`src/rtl/timer_pkg.sv`:
```
// Purpose: bit/field indices shared by the match timer and the capture timer.
// Latency: n/a (constants only).
// Backpressure: n/a.
package timer_pkg;

    // TCR control bits
    localparam int TCR_EN  = 0;
    localparam int TCR_RST = 1;

    // Per-channel CCR field offsets and the width of one channel's field
    localparam int CCR_RISE   = 0;
    localparam int CCR_FALL   = 1;
    localparam int CCR_IRQ    = 2;
    localparam int CCR_STRIDE = 3;

endpackage

```
`src/rtl/cap_channel.sv`:
```
// Purpose: one capture channel: pin synchronizer, edge detect, capture register, sticky irq flag.
// Latency: pin level stable before edge N -> cr/cap_irq update at edge N+SYNC_STAGES.
// Backpressure: none; every qualified edge overwrites cr, flag is set-dominant over clear.
//
// Ports: clk, reset (sync, active-high), cap_in (async pin), ccr (rise/fall/irq enables),
//        irq_clr (write-one-to-clear), tc (live timer count), cr (captured count), cap_irq.
module cap_channel
    import timer_pkg::*;
#(
    parameter int WIDTH       = 32,
    parameter int SYNC_STAGES = 2
) (
    input  logic                  clk,
    input  logic                  reset,
    input  logic                  cap_in,
    input  logic [CCR_STRIDE-1:0] ccr,
    input  logic                  irq_clr,
    input  logic [WIDTH-1:0]      tc,
    output logic [WIDTH-1:0]      cr,
    output logic                  cap_irq
);

    logic [SYNC_STAGES-1:0] sync_q;
    logic                   prev_q;
    logic                   level;
    logic                   rise;
    logic                   fall;
    logic                   cap_event;

    assign level     = sync_q[SYNC_STAGES-1];
    assign rise      = level & ~prev_q;
    assign fall      = ~level & prev_q;
    assign cap_event = (rise & ccr[CCR_RISE]) | (fall & ccr[CCR_FALL]);

    always_ff @(posedge clk) begin
        if (reset) begin
            sync_q  <= '0;
            prev_q  <= 1'b0;
            cr      <= '0;
            cap_irq <= 1'b0;
        end else begin
            // Synchronizer and prev keep tracking the pin even with both edge enables off,
            // so enabling a channel later does not see a stale edge.
            sync_q <= {sync_q[SYNC_STAGES-2:0], cap_in};
            prev_q <= level;
            if (cap_event) begin
                cr <= tc;   // tc before this edge's increment
            end
            if (cap_event && ccr[CCR_IRQ]) begin
                cap_irq <= 1'b1;   // set wins over a simultaneous clear
            end else if (irq_clr) begin
                cap_irq <= 1'b0;
            end
        end
    end

endmodule

```
`src/rtl/capture_timer_32.sv`:
```
// Purpose: prescaled 32-bit timebase whose count is latched by external capture pins.
// Latency: tc/pc registered (1 clk); capture lands SYNC_STAGES clks after the pin settles.
// Backpressure: none; control inputs are sampled live every cycle.
//
// Ports: clk, reset (sync, active-high), tcr ([0] enable, [1] hold in reset), pr (prescale
//        terminal), ccr (3 bits/channel), cap_in, irq_clr, tc, pc, cr (NUM_CH x WIDTH), cap_irq.
module capture_timer_32
    import timer_pkg::*;
#(
    parameter int WIDTH       = 32,
    parameter int NUM_CH      = 4,
    parameter int SYNC_STAGES = 2
) (
    input  logic                         clk,
    input  logic                         reset,
    input  logic [7:0]                   tcr,
    input  logic [WIDTH-1:0]             pr,
    input  logic [CCR_STRIDE*NUM_CH-1:0] ccr,
    input  logic [NUM_CH-1:0]            cap_in,
    input  logic [NUM_CH-1:0]            irq_clr,
    output logic [WIDTH-1:0]             tc,
    output logic [WIDTH-1:0]             pc,
    output logic [NUM_CH*WIDTH-1:0]      cr,
    output logic [NUM_CH-1:0]            cap_irq
);

    // tcr[7:2] are reserved
    logic unused_tcr;
    assign unused_tcr = ^tcr[7:2];

    // If pr is lowered below pc, the equality never hits and pc wraps through 2^WIDTH.
    always_ff @(posedge clk) begin
        if (reset || tcr[TCR_RST]) begin
            tc <= '0;
            pc <= '0;
        end else if (tcr[TCR_EN]) begin
            if (pc == pr) begin
                pc <= '0;
                tc <= tc + 1'b1;
            end else begin
                pc <= pc + 1'b1;
            end
        end
    end

    for (genvar n = 0; n < NUM_CH; n++) begin : g_ch
        cap_channel #(
            .WIDTH      (WIDTH),
            .SYNC_STAGES(SYNC_STAGES)
        ) u_ch (
            .clk    (clk),
            .reset  (reset),
            .cap_in (cap_in[n]),
            .ccr    (ccr[n*CCR_STRIDE +: CCR_STRIDE]),
            .irq_clr(irq_clr[n]),
            .tc     (tc),
            .cr     (cr[n*WIDTH +: WIDTH]),
            .cap_irq(cap_irq[n])
        );
    end

endmodule

```
`config.mk`:
```
export PLATFORM = sky130hd
export DESIGN_NAME = capture_timer_32
export DESIGN_NICKNAME = d
export VERILOG_FILES = /design/src/rtl/timer_pkg.sv /design/src/rtl/cap_channel.sv /design/src/rtl/capture_timer_32.sv
export SDC_FILE = /design/constraint.sdc
export NUM_CORES = 1
export LEC_CHECK = 0
export ABC_AREA = 1
export CORE_AREA = 2 2 145 147
export DETAILED_ROUTE_END_ITERATION = 8
export DIE_AREA = 0 0 147 149
export HOLD_SLACK_MARGIN = 0.03
export PLACE_DENSITY = 0.93
export SETUP_SLACK_MARGIN = 0.2
export SYNTH_ARGS = -nofsm -noshare
export SYNTH_HDL_FRONTEND = slang
export SYNTH_HIERARCHICAL = 1
export SYNTH_SLANG_ARGS = --single-unit
```
`constraint.sdc`:
```
create_clock -name clk -period 2.1 [get_ports clk]
set_input_delay 0.21 -clock clk [delete_from_list [all_inputs] [get_ports clk]]
set_output_delay 0.21 -clock clk [all_outputs]
set_load 0.1 [all_outputs]
```
==> summary.md, run 1 <==
| Metric | Value |
|---|---|
| Max-slew violations | 0 |
| Die Wd | 147 microns |
| Post-Syn Nets | approximately 1600 |
| Sequential fraction of the synthesis area | 41.33% |
| CP required | 2510 ps |
| Synthesis-to-layout area growth | 34.14% |
| Worst-margin pin slew | 704.7 ps |
| Area of the multi-input gates | about 4600 sq um |
| Final GP Congestion | 0.9114 |
| First-pass GRT wire length | 46.08 mm |
| CTS Hold Bufs | 0 |
| Chip height | between 100 and 150 microns |
| Root Buffer | clkbuf_16 |
| CP startpoint kind | flop |
| WL final | 29.55 mm |
| Leakage power | 0.005910 uW |
| Ys async rst share | 0% |
| Critical Path Most Common Cell | nand2_1 |
| Critical Path Sink Type | flop |
| Average size of a mapped cell | 6.384 sq um |
| Pwr/cell area | approximately 750 nW/um^2 |
| # setup viols final | 0 |
| Primary FF master, synth | dfxtp_1 |
| Crit path to | tc[22] |
| Final net count | 1909 |
| Kind of critical path | flop to flop |
| Arrival time at the worst endpoint | 2170 ps |
| Antenna-violating nets left | 0 |
| HPWL Detailed | 20.40 mm |
| Num CTS Buffers | 23 |
| Final core utilization | 65.74% |
| Via/cell ratio | 4.859 |
| Share of the synthesized area in the top cell type | 41.33% |
| Synth Cell Area | slightly above 10000 sq um |
| Synth cell types | 28 |
| Initial antenna violation count | 0 |
| Number of global-route vias before repair | 9848 |
| Ys Warns | 6 |
| Worst r2r src | pc[9] |
| N_diodes | 0 |
| CTS Sinks | 208 |
| Share of layout cells above drive strength 1 | between 20% and 30% |
| First-pass detailed-route iteration total | 5 |
| Maximum vdd drop | 359.2 uV |
| Clock latency on the worst-skew pair | 510 ps |
| Setup total negative slack | 0 ps |
| Final setup margin | 331.0 ps |
| Fillcell total | 1723 |
| Area leader, netlist | dfxtp_1 |
| R2R Setup Slk | 330 ps |
| Post-synth EDFFs | 0 |
| Storage cell area | approximately 4300 sq um |
| Hold Fails Final Rpt | 0 |
| Number of DRC markers in iteration 0 | 758 |
| Hold Crit Class | primary input to flop |
| Slew Limit Headroom | 52.95% |
| R2r endpoint | tc[22] |
| Starting Density | between 40% and 50% |
| Max incr delay on CP | around 360 ps |
| Die ar. | 21900 sq um |
| Core Box Area | 20560 sq um |
| Fmax | 565.3 MHz |
| Area contributors post-synth | dfxtp_1 41%, nand2_1 17%, nor2_1 15% |
| Synth Instances | 1578 |
| Layout Skew | 16.50 ps |
| TritonCTS clock tree | yes |
| Final Cycle Share | 84.24% |
| Max clock buf depth | 3 |
| CP cell instances | inv_2 -> nand2_1 -> nand2_1 -> nand2_1 -> nor2_1 -> nand2_1 -> nor2_4 -> buf_12 -> buf_12 -> clkbuf_16 -> nand4_1 -> nand2_1 -> nor2_1 |
| Largest net degree at the start of global routing | 65 |
| GR Overflow Total | 0 |
| Clk slew on worst S/H paths | 60 ps |
| RSZ-0062 raised after global routing | false |
| R2R depth | 13 |
| IO Port Bufs | approximately 250 |
| Io pins | roughly 260 |
| Max-cap viol count | 0 |
| Critical Path Start | pc[9] |
| Status | finished, final reports clean |
| WL/cell | 13.84 microns |
| GRT Overall Usage | 25.63% |
| Max FO, Critical Path | 24 |
| Dpl ws | 109.3 ps |
| DR vias | between 10000 and 15000 |
| H-tree levels | 1 |
| Rows | 53 |
| Remaining DRCs | 0 |
| Yosys reg bits | 208 |
| Minimum clock period | about 1800 ps |
| Slowest cell on the critical path | dfxtp_2 |
-- cell usage in the layout (no fill, tap or decap), drive strengths merged, types with 6 or more instances in the layout --
| master | count |
|---|---|
| nand2 | 471 |
| nor2 | 405 |
| inv | 248 |
| buf | 238 |
| dfxtp | 208 |
| nand3 | 74 |
| clkdlybuf4s50 | 55 |
| clkbuf | 33 |
| xnor2 | 27 |
| nand4 | 24 |
| nor3 | 22 |
| xor2 | 19 |
| clkinv | 7 |
| o21ai | 6 |
-- per-layer routing --
metal	vias up	global-route usage (%)	share of wire, %
met3	82	4.434	7.5
met4	0	10.29	3.1
li1	5190	-	-
met1	4646	28.88	38
met5	-	0	0
met2	455	48.05	51
-- per-stage QoR --
| stage | total power, uW | std cells | hold slack [ps] | instance area (sq um) |
|---|---|---|---|---|
| floorplan | 5532 | 1578 | 279.1 | 10160 |
| global route | 10500 | 2135 | 253.6 | 13510 |
| detailed placement | 5948 | 2090 | 400.4 | 12570 |
| global placement | 5909 | 2090 | 390.0 | 12570 |
| finish | 10180 | 2135 | 221.9 | 13510 |
| CTS | 10240 | 2130 | 216.8 | 13380 |
-- how the worst min path moves through the flow --
stage / startpoint / endpoint / slack [ps] / cells past startpoint
2_1_floorplan: reset / g_ch[0].u_ch/cap_irq / 280 / 1
3_3_place_gp: g_ch[2].u_ch/sync_q[0] / g_ch[2].u_ch/sync_q[1] / 390 / 2
3_5_place_dp: g_ch[3].u_ch/sync_q[0] / g_ch[3].u_ch/sync_q[1] / 400 / 2
4_1_cts: cap_in[1] / g_ch[1].u_ch/sync_q[0] / 220 / 3
5_1_grt: cap_in[2] / g_ch[2].u_ch/sync_q[0] / 250 / 3
6_report: cap_in[1] / g_ch[1].u_ch/sync_q[0] / 220 / 3
-- cells in the mapped netlist, types with 3 or more instances --
cell and n:
nand2_1 467, nor2_1 401, dfxtp_1 208, inv_1 200, nand3_1 64, inv_2 45, xnor2_1 27, nand4_1 24
buf_4 20, xor2_1 19, nor3_1 18, buf_6 12, buf_2 11, clkbuf_1 11, nand3_2 10, o21ai_0 6
a21oi_1 5, clkinv_1 5, nand2_4 4, nor2_2 4, nor4_1 4, nor3_2 3
-- power by group --
| group | internal, uW | switching (uW) | total (uW) |
|---|---|---|---|
| registers | 4070 | 78.3 | 4150 |
| clock network | 2680 | 1630 | 4310 |
| logic | 422 | 1290 | 1720 |
-- cell type report --
| cell class | count | share of cell area (%) |
|---|---|---|
| Timing Repair Buffer | 296 | 18.87 |
| Tap cell | 275 | 2.546 |
| Inverter | 250 | 6.944 |
| Multi-Input combinational cell | 1066 | 34.16 |
| Clock buffer | 30 | 4.833 |
| Sequential cell | 208 | 31.47 |
| Clock inverter | 10 | 1.176 |
-- flip-flops by register name, summed over array words and instances (netlist names) --
register	cells
g_ch.u_ch/cap_irq	4
g_ch.u_ch/prev_q	4
g_ch.u_ch/sync_q	8
tc	32
g_ch.u_ch/cr	128
pc	32
-- cells by family (layout without fill, tap and decap cells) --
family	count (synthesis)	after routing	synth area share [%]
compound gates	11	11	0.5464
xor+xnor	46	46	3.999
fa+ha+maj	2	2	0.2483
buf+inv	304	586	13.10
flops	208	208	41.33
simple gates	1007	1007	40.77
-- critical path: cells and delay by family (launching register included) --
kind	cells	cell delay, ps
buffers and inverters	4	530
flip-flops	1	360
AND/OR/NAND/NOR	9	780
-- timing repair --
| item | CTS | global route |
|---|---|---|
| buffers inserted | 0 | 2 |
| endpoints found under the setup margin | 0 | 13 |
| gates resized for setup | 0 | 5 |
(Power assumes the default switching activity.)
==> run 2, diff against run 1 <==
- clock period: 2.1 -> 1.7 ns (I/O delays scaled with it)
==> summary.md, run 2 (synthesis results as in run 1) <==
| Metric | Value |
|---|---|
| H-tree levels | 1 (unchanged) |
| Worst-margin pin slew | 678.3 ps (-26.47 ps) |
| Largest net degree at the start of global routing | 43 (-34%) |
| Final GP Congestion | 0.9506 (+4.3%) |
| Commonest non-fill, non-tap cell in the layout | nand2_1 |
| Most frequent cells in the layout | 447 x nand2_1, 361 x nor2_1, 223 x buf_4, 193 x inv_1, 146 x dfxtp_1 |
| N_diodes | 0 (unchanged) |
| Clock latency on the worst-skew pair | 510 ps (about the same) |
| Critical Path Sink Type | flop |
| Minimum clock period | 1840 ps (+70.70 ps) |
| Starting Density | 49.01% (unchanged) |
| R2R Setup Slk | -140 ps (-470 ps) |
| CTS Sinks | 208 (unchanged) |
| Status | finished with violations |
| WL/cell | 16.01 microns (+16%) |
| Max clock buf depth | 3 (unchanged) |
| IO Port Bufs | 251 (unchanged) |
| CP cell instances | xnor2_2 -> nand2_1 -> nor2_1 -> nand2_1 -> nor2_4 -> buf_12 -> buf_12 -> nand3_1 -> nand2_1 -> nand2_1 -> nor2_1 |
| Die Wd | 147 microns (unchanged) |
| Pwr/cell area | 759.8 nW/um^2 (+0.83%) |
| Number of global-route vias before repair | 10580 (+7.4%) |
| Root Buffer | clkbuf_16 |
| Biggest regs | g_ch.u_ch/cr (128), pc (32), tc (32) |
| Kind of critical path | flop to flop |
| Psw | 3658 uW (+22%) |
| Max incr delay on CP | 390 ps (+30 ps) |
| Io pins | 258 (unchanged) |
| Fillcell total | 1358 (-21%) |
| Slowest cell on the critical path | dfxtp_4 |
| Synthesis-to-layout area growth | 53.33% |
| Max-slew violations | 0 (unchanged) |
| Seq pwr share | 43.1% (+2.3 points) |
| Hold Fails Final Rpt | 0 (unchanged) |
| GRT Overall Usage | 28.59% (+3.0 points) |
| Clock network fraction of total power | 37.8% (-4.6 points) |
| Max FO, Critical Path | 8 (-67%) |
| Leakage power | 0.006467 uW (+9.4%) |
| Final std cell area, no fill | 15450 sq um (+14%) |
| Comb pwr share | 19.1% (+2.2 points) |
| Most flops, register | g_ch.u_ch/cr |
| Antenna-violating nets left | 0 (unchanged) |
| CP top delay family | simple AND/OR/NAND/NOR gates |
| Clk slew on worst S/H paths | 70 ps (about the same) |
| Dpl ws | -297.1 ps (-406.4 ps) |
| Setup total negative slack | -2069 ps (-2069 ps) |
| Number of DRC markers in iteration 0 | 986 (+30%) |
| Post-DP Area | 13840 sq um (+10%) |
| Failing checks | negative setup slack |
| Slew Limit Headroom | 54.78% (+1.8 points) |
| Final hold slack | 204.2 ps (-17.67 ps) |
| Final net count | 1974 (+3.4%) |
| Share of layout cells above drive strength 1 | 30.55% (+8.3 points) |
| DR vias | 11310 (+9.1%) |
| CP Buf/Inv Count | 2 (-2) |
| CP required | 2130 ps (-380 ps) |
| Chip height | 149 microns (unchanged) |
| CP startpoint kind | flop |
| HPWL Detailed | 22.80 mm (+12%) |
| # setup viols final | 54 (+54) |
| Initial antenna violation count | 0 (unchanged) |
| Layout Skew | 23.82 ps (+7.322 ps) |
| First-pass detailed-route iteration total | 5 (unchanged) |
| First-pass GRT wire length | 51.03 mm (+11%) |
| Hold Crit Class | primary input to flop |
| Final setup margin | -139.7 ps (-470.7 ps) |
| Final Cycle Share | 108.2% (+24 points) |
| Max-cap viol count | 0 (unchanged) |
| TritonCTS clock tree | yes |
| Via/cell ratio | 5.142 (+5.8%) |
| Internal power | 8080 uW (+13%) |
| Arrival time at the worst endpoint | 2270 ps (+100 ps) |
| Largest register FFs | 128 (unchanged) |
| Rows | 53 (unchanged) |
| GR Overflow Total | 0 (unchanged) |
| Sw frac | 31.16% (+1.7 points) |
| Core Box Area | 20560 sq um (unchanged) |
| Maximum vdd drop | 490.0 uV (+36%) |
| Die ar. | 21900 sq um (unchanged) |
| Remaining DRCs | 0 (unchanged) |
| Fmax | 543.6 MHz (-3.8%) |
| Critical Path Most Common Cell | nand2_1 |
| WL final | 35.21 mm (+19%) |
| Num CTS Buffers | 21 (-8.7%) |
| RSZ-0062 raised after global routing | true |
## run 2: cell count changes in the layout (fill, tap and decap cells not counted), moves of 11 or more
cell     delta
dfxtp_2    -47
nand2_1    -20
nor2_4     +14
xnor2_2    +11
nor2_2     +22
nand2_2    +19
nand3_1    -24
buf_12     +60
dfxtp_4    +48
nor2_1     -36
nand3_2    +18
xnor2_1    -11
## run 2: path summary, 6_finish.rpt
| kind | depth (start not counted) | from | endpoint |
|---|---|---|---|
| setup / recovery | 11 | pc[22] | tc[4] |
| hold / removal | 3 | cap_in[2] | g_ch[2].u_ch/sync_q[0] |
| setup reg to reg | 11 | pc[22] | tc[4] |
| hold reg to reg | 2 | g_ch[0].u_ch/sync_q[0] | g_ch[0].u_ch/sync_q[1] |
## run 2: cell type report
cell class	instances	area [sq um]	share of cell area [%]
Multi-Input combinational cell	1066	5204	33.69
Sequential cell	208	4374	28.32
Timing Repair Buffer	363	3924	25.40
Inverter	250	945.9	6.123
Clock buffer	33	630.6	4.082
Tap cell	275	344.1	2.227
Clock inverter	5	25.02	0.1620
## run 2: layer usage
layer / wire, microns / global-route usage, % / vias up
met4: 1926 / 14.62 / 0
met3: 2983 / 5.505 / 175
li1: - / - / 5330
met2: 17880 / 52.72 / 628
met1: 12420 / 31.35 / 5179
met5: 0 / 0 / -
## run 2: stage by stage
| step | power (uW) | util (%) | std cells |
|---|---|---|---|
| finish | 11740 | 75.14 | 2200 |
| global route | 12100 | 75.14 | 2200 |
| CTS | 11700 | 71.82 | 2181 |
| detailed placement | 7326 | 67.32 | 2130 |
| global placement | 7273 | 67.32 | 2130 |
| floorplan | 6767 | - | 1578 |
## run 2: what timing repair did
action | 4_1_cts | 5_1_grt
hold buffers | 0 | 0
setup endpoints to repair | 64 | 66
gates resized for setup | 33 | 105
hold endpoints to repair | 0 | 0
pin swaps | 17 | 35
buffers inserted | 12 | 11
gates cloned | 1 | 8
## run 2: tightest hold or removal path, stage by stage
cell	delay, ps
clkdlybuf4s50_1	390
inv_1	50
nor2_1	40
## run 2: power groups by stage
stage,logic (uW),registers (uW),clock network [uW]
floorplan,529,6240,0
global placement,2120,5150,0
detailed placement,2160,5160,0
CTS,2180,5060,4460
global route,2350,5070,4680
finish,2240,5060,4440
